`src/rtl/whackamole_pkg.sv`:
```
// -----------------------------------------------------------------------------
// whackamole_pkg
// Shared types and constants for the whack-a-mole game sequencer:
//   state_t           - game FSM states
//   LFSR_W / LFSR_TAPS - 8-bit Fibonacci LFSR, x^8 + x^6 + x^5 + x^4 + 1
//   DEFAULT_NUM_MOLES - default number of mole buttons/LEDs
// -----------------------------------------------------------------------------
package whackamole_pkg;

    typedef enum logic [2:0] {
        IDLE,
        SPAWN,
        UP,
        COOLDOWN,
        OVER
    } state_t;

    localparam int LFSR_W = 8;

    // Tap mask over the register bits [7:0]: exponents 8,6,5,4 map to bits 7,5,4,3.
    localparam logic [LFSR_W-1:0] LFSR_TAPS = 8'hB8;

    localparam int DEFAULT_NUM_MOLES = 5;

endpackage

```
`src/rtl/whackamole_game_ctrl_lfsr.sv`:
```
// -----------------------------------------------------------------------------
// mole_lfsr
// 8-bit Fibonacci LFSR (x^8 + x^6 + x^5 + x^4 + 1) with a step enable.
// Maximal length: a non-zero seed never reaches the all-zero state.
// Ports:
//   clock  - system clock
//   reset  - synchronous, active-high; loads SEED
//   en     - advance one step this cycle
//   state  - current LFSR register contents
// -----------------------------------------------------------------------------
module mole_lfsr
    import whackamole_pkg::*;
#(
    parameter logic [LFSR_W-1:0] SEED = 8'hA5
) (
    input  logic              clock,
    input  logic              reset,
    input  logic              en,
    output logic [LFSR_W-1:0] state
);

    logic [LFSR_W-1:0] lfsr_reg;
    logic [LFSR_W-1:0] lfsr_next;

    // Shift toward the MSB; the XOR of the tapped bits enters at bit 0.
    assign lfsr_next[0] = ^(lfsr_reg & LFSR_TAPS);

    generate
        for (genvar gi = 1; gi < LFSR_W; gi++) begin : g_shift
            assign lfsr_next[gi] = lfsr_reg[gi-1];
        end
    endgenerate

    always_ff @(posedge clock) begin
        if (reset) begin
            lfsr_reg <= SEED;
        end else if (en) begin
            lfsr_reg <= lfsr_next;
        end
    end

    assign state = lfsr_reg;

endmodule

```
`src/rtl/whackamole_game_ctrl.sv`:
```
// -----------------------------------------------------------------------------
// whackamole_game_ctrl
// Game sequencer: picks moles pseudo-randomly, drives one-hot mole LEDs,
// times each mole and the whole round (in 1 Hz ticks) and keeps score.
// Ports:
//   clock, reset  - system clock, synchronous active-high reset
//   tick          - one-cycle 1 Hz enable
//   start_pulse   - one-cycle start request (ignored while playing)
//   mole_btn      - debounced button levels, active-high
//   mole_led      - one-hot mole LED or zero
//   score, misses - hits / timed-out moles this round (saturating)
//   time_left     - remaining round ticks
//   playing       - high in SPAWN, UP, COOLDOWN
//   game_over     - high in OVER
// Build option: define WRONG_PENALTY_EN to make a wrong-button press in UP
// cost one point (floor 0) and retire the current mole.
// -----------------------------------------------------------------------------
module whackamole_game_ctrl
    import whackamole_pkg::*;
#(
    parameter int                NUM_MOLES    = DEFAULT_NUM_MOLES,
    parameter int                GAME_SECONDS = 30,
    parameter int                MOLE_TICKS   = 2,
    parameter int                SCORE_W      = 8,
    parameter logic [LFSR_W-1:0] LFSR_SEED    = 8'hA5
) (
    input  logic                 clock,
    input  logic                 reset,
    input  logic                 tick,
    input  logic                 start_pulse,
    input  logic [NUM_MOLES-1:0] mole_btn,
    output logic [NUM_MOLES-1:0] mole_led,
    output logic [SCORE_W-1:0]   score,
    output logic [SCORE_W-1:0]   misses,
    output logic [7:0]           time_left,
    output logic                 playing,
    output logic                 game_over
);

    localparam int IDX_W = $clog2(NUM_MOLES);
    localparam int MT_W  = $clog2(MOLE_TICKS + 1);

    state_t               state_reg, state_next;
    logic [NUM_MOLES-1:0] btn_q_reg;
    logic [NUM_MOLES-1:0] btn_rise;
    logic [NUM_MOLES-1:0] mole_led_reg, mole_led_next;
    logic [IDX_W-1:0]     prev_idx_reg, prev_idx_next;
    logic [MT_W-1:0]      mole_timer_reg, mole_timer_next;
    logic [SCORE_W-1:0]   score_reg, score_next;
    logic [SCORE_W-1:0]   misses_reg, misses_next;
    logic [7:0]           time_left_reg, time_left_next;
    logic                 playing_reg, game_over_reg;

    logic [LFSR_W-1:0]    lfsr_val;
    logic [IDX_W-1:0]     idx_raw, idx_pick;
    logic                 round_active, round_end, hit;

    mole_lfsr #(
        .SEED (LFSR_SEED)
    ) u_lfsr (
        .clock (clock),
        .reset (reset),
        .en    (1'b1),
        .state (lfsr_val)
    );

    // A button counts only on the cycle it goes high.
    assign btn_rise = mole_btn & ~btn_q_reg;
    assign hit      = |(btn_rise & mole_led_reg);

    // Never show the same mole twice in a row: bump a repeat to the next slot.
    assign idx_raw  = IDX_W'(lfsr_val % LFSR_W'(NUM_MOLES));
    assign idx_pick = (idx_raw != prev_idx_reg)                  ? idx_raw :
                      (idx_raw == IDX_W'(NUM_MOLES - 1))         ? '0      :
                                                                   idx_raw + IDX_W'(1);

    assign round_active = (state_reg == SPAWN) || (state_reg == UP) || (state_reg == COOLDOWN);
    assign round_end    = round_active && tick && (time_left_reg == 8'd1);

`ifdef WRONG_PENALTY_EN
    logic wrong;
    assign wrong = |(btn_rise & ~mole_led_reg);
`endif

    always_comb begin
        state_next      = state_reg;
        mole_led_next   = mole_led_reg;
        prev_idx_next   = prev_idx_reg;
        mole_timer_next = mole_timer_reg;
        score_next      = score_reg;
        misses_next     = misses_reg;
        time_left_next  = time_left_reg;

        case (state_reg)
            IDLE, OVER: begin
                if (start_pulse) begin
                    state_next     = SPAWN;
                    score_next     = '0;
                    misses_next    = '0;
                    time_left_next = 8'(GAME_SECONDS);
                    mole_led_next  = '0;
                end
            end
            SPAWN: begin
                mole_led_next   = NUM_MOLES'(1) << idx_pick;
                prev_idx_next   = idx_pick;
                mole_timer_next = MT_W'(MOLE_TICKS);
                state_next      = UP;
            end
            UP: begin
                if (hit) begin
                    if (score_reg != '1) score_next = score_reg + SCORE_W'(1);
                    mole_led_next = '0;
                    state_next    = COOLDOWN;
`ifdef WRONG_PENALTY_EN
                end else if (wrong) begin
                    if (score_reg != '0) score_next = score_reg - SCORE_W'(1);
                    mole_led_next = '0;
                    state_next    = COOLDOWN;
`endif
                end else if (tick && (mole_timer_reg == MT_W'(1))) begin
                    // The final round tick swallows a simultaneous miss.
                    if (!round_end && (misses_reg != '1)) misses_next = misses_reg + SCORE_W'(1);
                    mole_led_next = '0;
                    state_next    = COOLDOWN;
                end else if (tick) begin
                    mole_timer_next = mole_timer_reg - MT_W'(1);
                end
            end
            COOLDOWN: begin
                mole_led_next = '0;
                if (tick) state_next = SPAWN;
            end
            default: begin
                state_next = IDLE;
            end
        endcase

        // Round timer runs under every in-round state and wins over the
        // per-state transitions above.
        if (round_active && tick && (time_left_reg != 8'd0)) begin
            time_left_next = time_left_reg - 8'd1;
        end
        if (round_end) begin
            mole_led_next = '0;
            state_next    = OVER;
        end
    end

    always_ff @(posedge clock) begin
        if (reset) begin
            state_reg      <= IDLE;
            btn_q_reg      <= '0;
            mole_led_reg   <= '0;
            prev_idx_reg   <= '0;
            mole_timer_reg <= '0;
            score_reg      <= '0;
            misses_reg     <= '0;
            time_left_reg  <= '0;
            playing_reg    <= 1'b0;
            game_over_reg  <= 1'b0;
        end else begin
            state_reg      <= state_next;
            btn_q_reg      <= mole_btn;
            mole_led_reg   <= mole_led_next;
            prev_idx_reg   <= prev_idx_next;
            mole_timer_reg <= mole_timer_next;
            score_reg      <= score_next;
            misses_reg     <= misses_next;
            time_left_reg  <= time_left_next;
            playing_reg    <= (state_next == SPAWN) || (state_next == UP) || (state_next == COOLDOWN);
            game_over_reg  <= (state_next == OVER);
        end
    end

    assign mole_led  = mole_led_reg;
    assign score     = score_reg;
    assign misses    = misses_reg;
    assign time_left = time_left_reg;
    assign playing   = playing_reg;
    assign game_over = game_over_reg;

endmodule

```
`config.mk`:
```
export PLATFORM = sky130hd
export DESIGN_NAME = whackamole_game_ctrl
export DESIGN_NICKNAME = d
export VERILOG_FILES = /design/src/rtl/whackamole_pkg.sv /design/src/rtl/whackamole_game_ctrl_lfsr.sv /design/src/rtl/whackamole_game_ctrl.sv
export SDC_FILE = /design/constraint.sdc
export NUM_CORES = 1
export LEC_CHECK = 0
export CAP_MARGIN = 20
export CORE_UTILIZATION = 24
export CTS_BUF_LIST = sky130_fd_sc_hd__clkbuf_4 sky130_fd_sc_hd__clkbuf_8
export DETAILED_ROUTE_END_ITERATION = 16
export MAX_ROUTING_LAYER = met4
export PLACE_DENSITY_LB_ADDON = 0.05
export SYNTH_ARGS = -nofsm -noshare
export SYNTH_HDL_FRONTEND = slang
export SYNTH_SLANG_ARGS = --single-unit
export TNS_END_PERCENT = 50
```
`constraint.sdc`:
```
create_clock -name clock -period 10.4 [get_ports clock]
set_input_delay 2.08 -clock clock [delete_from_list [all_inputs] [get_ports clock]]
set_output_delay 2.08 -clock clock [all_outputs]
set_load 0.02 [all_outputs]
```
Word-level counts from Yosys, hierarchy flattened:

Cells that the tools add are included.

* bits in registers: 52
* output and inout bits: 31
* word-level logic and storage cells: 97
* input port bits: 9

* mux-type cells: 27
* reductions and logical operators: 26
* equality and inequality tests: 23
* shifts and indexed selects: 1
* bitwise operators: 3
* $add $sub $neg: 5
* divide/modulo/power cells: 1

Operator list (number)
* $mux 8: 9
* $pmux 8 s2: 2
* $mux 3: 7
* $pmux 5 s4: 1
* $add 8x1->8 const B: 2
* $ne 8x8->1 const B: 2
* $mux 5: 3
* $eq 3x2->1 const B: 4
* $pmux 3 s4: 1
* $and 5x5->5: 2
* $ne 2x2->1 const B: 5
* $eq 3x3->1 const B: 3
* $eq 8x1->1 const B: 1
* $mod 8x3->8 const B: 1
* $reduce_and 4->1: 2
* $reduce_bool 2->1: 4
* $reduce_bool 8->1: 1
* $reduce_xor 8->1: 1
* $sub 8x1->8 const B: 1
* $eq 3x1->1 const B: 2
* $mux 2: 3
* $ne 2x1->1 const B: 3
* $logic_and 1x1->1: 5
* $not 5->5: 1
* 16 further kinds: 20

Logic depth before layout (Yosys ltp):

* depth in word-level cells: 11
* depth in mapped cells: 26
* gate-level depth less buffers: 25

By module:

A second synthesis with hierarchy kept.

* cell total of the unflattened synthesis: 392
* area, all modules: 3301.9 um2

By module, submodules not included
* whackamole_game_ctrl: cells each 356, area each 2946.6 um2, sequential area each 880.8 um2, instances 1
* mole_lfsr: cells each 36, area each 355.3 um2, sequential area each 160.2 um2, instances 1

Worst setup path after synthesis:

No wires, ideal clock.

* path type: reg-to-reg
* start point: register u_lfsr.lfsr_reg[4], in the netlist u_lfsr.state[4]
* end point: register mole_led_reg[1], in the netlist mole_led[1]
* buffers on the path: 1
* data arrival time: 5.386 ns
* stages on the path, launching flop included: 27
* clock period less this slack: 5.503 ns
* setup time: 0.117 ns
* required time: 10.283 ns
* path slack: 4.897 ns
* cells stage by stage: dfxtp_1 -> buf_2 -> inv_1 -> ha_1 -> nor2_2 -> nor4_1 -> or3_1 -> a211o_4 -> nand2_1 -> nand2_1 -> o21ai_0 -> ha_1 -> a21o_1 -> o21ai_0 -> a21oi_1 -> nor2_1 -> xnor2_2 -> ha_1 -> nor2b_1 -> nand2_1 -> a2111o_1 -> o41ai_1 -> nand2_1 -> mux2i_1 -> a221o_1 -> and2b_1 -> a32o_1

* longest elaborated chain between the ends: 6
* elaborated cells on any way between the ends: 8
* those cells by class: add/sub (1); div (1); eq/ne (2); shift (1); mux (3)

Ends and longest elaborated chain
* start, declared: RTL line whackamole_game_ctrl_lfsr.sv:22 `logic [LFSR_W-1:0] lfsr_reg;`
* start signal, assigned: RTL line whackamole_game_ctrl_lfsr.sv:38 `lfsr_reg <= lfsr_next;`
* $mod 8x3->8 (*): RTL line whackamole_game_ctrl.sv:72 `assign idx_raw = IDX_W'(lfsr_val % LFSR_W'(NUM_MOLES));`
* $add 3x1->3 / $eq 3x3->1 (equally long branches): RTL line whackamole_game_ctrl.sv:75, whackamole_game_ctrl.sv:74
* $mux 3: RTL line whackamole_game_ctrl.sv:74 `(idx_raw == IDX_W'(NUM_MOLES - 1)) ? '0 :`
* $mux 3 (*): RTL line whackamole_game_ctrl.sv:73 `assign idx_pick = (idx_raw != prev_idx_reg) ? idx_raw :`
* $shl 1x3->5 (*): RTL line whackamole_game_ctrl.sv:105 `mole_led_next = NUM_MOLES'(1) << idx_pick;`
* $pmux 5 s4 (*): RTL line whackamole_game_ctrl.sv:94 `case (state_reg)`
* end signal, assigned: RTL line whackamole_game_ctrl.sv:165 `mole_led_reg <= mole_led_next;`
* end, declared: RTL line whackamole_game_ctrl.sv:46 `logic [NUM_MOLES-1:0] mole_led_reg, mole_led_next;`

Mark *: on every way between the ends. The rest lies on a longest branch, timed or not.
A chain may end at the register's enable or synchronous reset.

Worst setup path after layout:

* start point: register u_lfsr.lfsr_reg[4], in the netlist u_lfsr.state[4]
* end point: register mole_led_reg[2], in the netlist mole_led[2]

Same word-level chain as after synthesis.

==> impl_summary.txt <==
----------------------------------------------------
[Outcome]
  Outcome ... finished, final reports clean

[Die]
  IO Count ... 40
  Die height ... approximately 120 um
  Area enclosed by the die boundary ... around 15000 um2
  Number of standard-cell rows in the floorplan ... 43
  Starting Density ... 24.5%
  CORE AREA ... about 14000 um2
  Width of the chip ... around 120 um

[Worst setup path]
  Endpoint type of the worst setup path ... flop
  WS Path Type ... reg2reg
  Combined buffer and inverter count along the critical path ... 1
  Data arrival time of the worst path ... around 6700 ps
  Worst Path Required ... roughly 11000 ps
  Number of cells on the critical path ... 24
  Reg2Reg Depth ... 24
  Max stage delay on crit path ... 670 ps
  Highest-delay cell along the critical path ... dfxtp_1
  Worst setup SP type ... flop
  Crit-path leading delay family ... compound AO/OA/AOI/OAI gates
  Highest net fanout along the worst path ... 18
  Cell chain of the critical path ... inv_1, ha_1, nor2_2, a211oi_1, nor3_1, nor2_1, nand2_1, nand2_1, o21ai_0, ha_1, a21o_1, o21ai_0, a21oi_1, nor2_1, xnor2_2, ha_1, nor2b_1, o211ai_1, o41ai_1, nand2_1, mux2i_1, a221o_1, and2b_1, a32o_1

[Detailed routing]
  Met2 wirelength from detailed routing ... about 4000 um
  DR iter-0 viols ... 245
  Vias ... approximately 3100
  WL final ... just under 9000 um
  Top routing layer in use ... met4
  Count of antenna-violating nets left after detailed routing ... 0
  Number of design rule violations left after detail routing ... 0
  Met3 routed WL ... 228 um
  Router iterations before antenna repair ... 4
  Routed length per instance ... ~14 um
  Mean number of vias per cell ... between 4 and 5
  M1 wire length ... ~4400 um

[Cells and area]
  Share of layout cells above drive strength 1 ... roughly 7.7%
  Total area of multi-input combinational cells ... 2190 um2
  Sequential cell area in the final layout ... approximately 1000 um2
  Area Growth Syn to Fin ... 18.9%
  Number of diodes added for antenna fixing ... 0
  Total Nets Final ... approximately 460
  Finished Core Util ... around 29%
  Count of non-filler cells in the finished layout ... around 620
  Final-layout fill cell count ... roughly 1500

[Yosys]
  Ys async rst share ... 0%
  List of most frequent post-synthesis cells ... dfxtp_1, nor2_1, nand2_1
  Cells after synthesis ... between 400 and 500
  Synth unique cells ... 75
  Mapped Area ... 3380 um2
  Number of flops mapped to enable cells by yosys ... 0
  Avg Inst Size Synth ... 8.19 um2
  Seq cells post-synth ... 52
  Cell accounting for the most synthesized area ... dfxtp_1
  Count of warnings emitted by yosys ... 0
  Leading cell type by number of instances after synthesis ... dfxtp_1
  Yosys top cell area share ... 30.8%
  Share of the yosys chip area belonging to registers ... around 30%
  Main flop type after synthesis ... dfxtp_1
  Net count after synthesis ... 434
  Cell types occupying the most area after synthesis ... dfxtp_1, nor2_1, ha_1

[Power]
  Power share of the clock group ... a little under a quarter
  Sum of internal, switching and leakage power ... ~0.0006 W
  Worst vdd rail ir drop ... 58.2 uV
  Standby leakage power ... 1.41 nW
  Combinational fraction of design power ... 38.5%
  Pwr dens ... about 150 nW/um2
  Reg power frac ... 38.3%
  Share of total power consumed by net switching ... between 30 and 40%
  Internal cell power ... between 0.0003 and 0.0004 W
  Sw Pwr ... 0.000229 W

[STA]
  # setup viols final ... 0
  Largest clock skew in the final design ... roughly 7.0 ps
  Unrepaired setup endpoints after global routing ... no
  Maximum clock frequency ... ~150 MHz
  Period utilisation layout ... a little over three fifths
  Shortest period the worst path allows ... 6520 ps
  Final Max Tran Viols ... 0
  Final sum of negative setup slack ... 0 ps
  Transition at the pin with the smallest max-transition slack ... roughly 670 ps
  Relative slew slack ... 55.1%
  Final Hold Viols ... 0

[Clocking]
  Maximum number of buffers from clock root to sink ... 2
  Count of instances resized after the clock tree is built ... 0
  Sinks on Clock Net ... 52
  Register clock-pin slew on the reported worst setup and hold paths ... ~100 ps
  Number of buffers inserted for hold repair after clock tree synthesis ... 0
  Clock tree from TritonCTS ... yes
  Worst skew pair latency ... around 300 ps
  Total number of H-tree levels ... 2
  Number of buffers added for setup after CTS ... 0
  Clock buffers created by TritonCTS ... 5
  CTS Root Buffer Type ... clkbuf_8

[Job]
  Max cap viols ... 0

[GRT]
  First-pass GRT wire length ... ~14000 um
  Initial antenna violation count ... 0
  Overall global routing resource usage ... about an eighth
  Global-route congestion overflow total ... 0
  Via count of the first global-routing pass ... around 2900
  Largest net degree at the start of global routing ... 34

[Placed design]
  Buffers on Ports ... 39
  Dpl cells ... approximately 600
  DPL Wire Length ... approximately 6500 um
  Final weighted congestion of routability-driven global placement ... 0.826

[Min path]
  Worst Hold Class ... reg2reg
  Hold Path Depth ... 2

----------------------------------------------------
power groups by stage:
stage                     Sequential (W)  Clock, W  Combinational, W
after floorplan                 0.000232         0          0.000186
after global placement          0.000241         0          0.000241
after detailed placement        0.000240         0          0.000238
after CTS                       0.000236  0.000149          0.000239
after global routing            0.000240  0.000156          0.000262
final                           0.000236  0.000142          0.000237
cells by family (layout without fill, tap and decap cells):
group | count (synthesis) | in the layout | share of synthesized area [%]
AND/OR/NAND/NOR | 185 | 185 | 28.9
AO/OA/AOI/OAI | 98 | 98 | 21.5
flip-flops | 52 | 52 | 30.8
buffers and inverters | 32 | 62 | 4.44
XOR/XNOR | 24 | 24 | 6.84
adder cells (fa/ha/maj) | 12 | 12 | 4.44
multiplexers | 10 | 10 | 3.07
cell usage in the layout (no fill, tap or decap), drive strengths merged, types with 3 or more instances in the layout:
master,netlist,layout
mux2,3,3
xnor2,11,11
or2,7,7
inv,12,12
ha,12,12
o31ai,4,4
clkbuf,8,6
nor2,43,43
nand3,15,15
xor2,12,12
mux2i,7,7
a211oi,7,7
dfxtp,52,52
a31oi,7,7
nand2,33,33
a21oi,27,27
nor2b,15,15
o21ai,17,17
nor3b,4,4
or4,4,4
and3,6,6
nor3,19,19
a32o,4,4
nor4,9,9
or3,6,6
o21a,3,3
nand2b,9,9
nand3b,6,6
nand4,4,4
clkdlybuf4s50,0,39
layer usage:
layer / track usage [%] / vias to the layer above
li1: - / 1567
met1: 17.4 / 1489
met2: 18.9 / 53
met3: 2.03 / 4
met4: 2.08 / 0
met5: - / -
metrics by stage:
step	hold slack [ps]	worst slack (ps)	area, um2
final	480	3880	4020
after global routing	509	3090	4020
after CTS	486	3890	4020
after detailed placement	467	3890	3910
after global placement	459	3910	3910
after floorplan	444	4900	3380
layout make-up:
| cell class | count | share of cell area [%] |
|---|---|---|
| multi-input combinational | 329 | 54.5 |
| sequential | 52 | 25.9 |
| timing repair buffer | 41 | 10.1 |
| tap | 180 | 5.60 |
| clock buffer | 6 | 1.90 |
| inverter | 13 | 1.21 |
| clock inverter | 2 | 0.871 |
worst paths after layout:
| check | from | endpoint | slack [ps] |
|---|---|---|---|
| max | u_lfsr.state[4] | mole_led[2] | 3880 |
| min | mole_timer_reg[0] | mole_timer_reg[0] | 480 |
| max reg2reg | u_lfsr.state[4] | mole_led[2] | 3880 |
| min reg2reg | mole_timer_reg[0] | mole_timer_reg[0] | 480 |
worst register-to-register path, cell delays in order (launching register included):
cell	delay, ps
dfxtp_1	670
inv_1	170
ha_1	320
nor2_2	260
a211oi_1	90
nor3_1	530
nor2_1	250
nand2_1	130
nand2_1	50
o21ai_0	240
ha_1	250
a21o_1	130
o21ai_0	90
a21oi_1	220
nor2_1	110
xnor2_2	360
ha_1	400
nor2b_1	260
o211ai_1	130
o41ai_1	520
nand2_1	200
mux2i_1	160
a221o_1	410
and2b_1	210
a32o_1	260
Note: power is estimated with default switching activity, not from simulation.
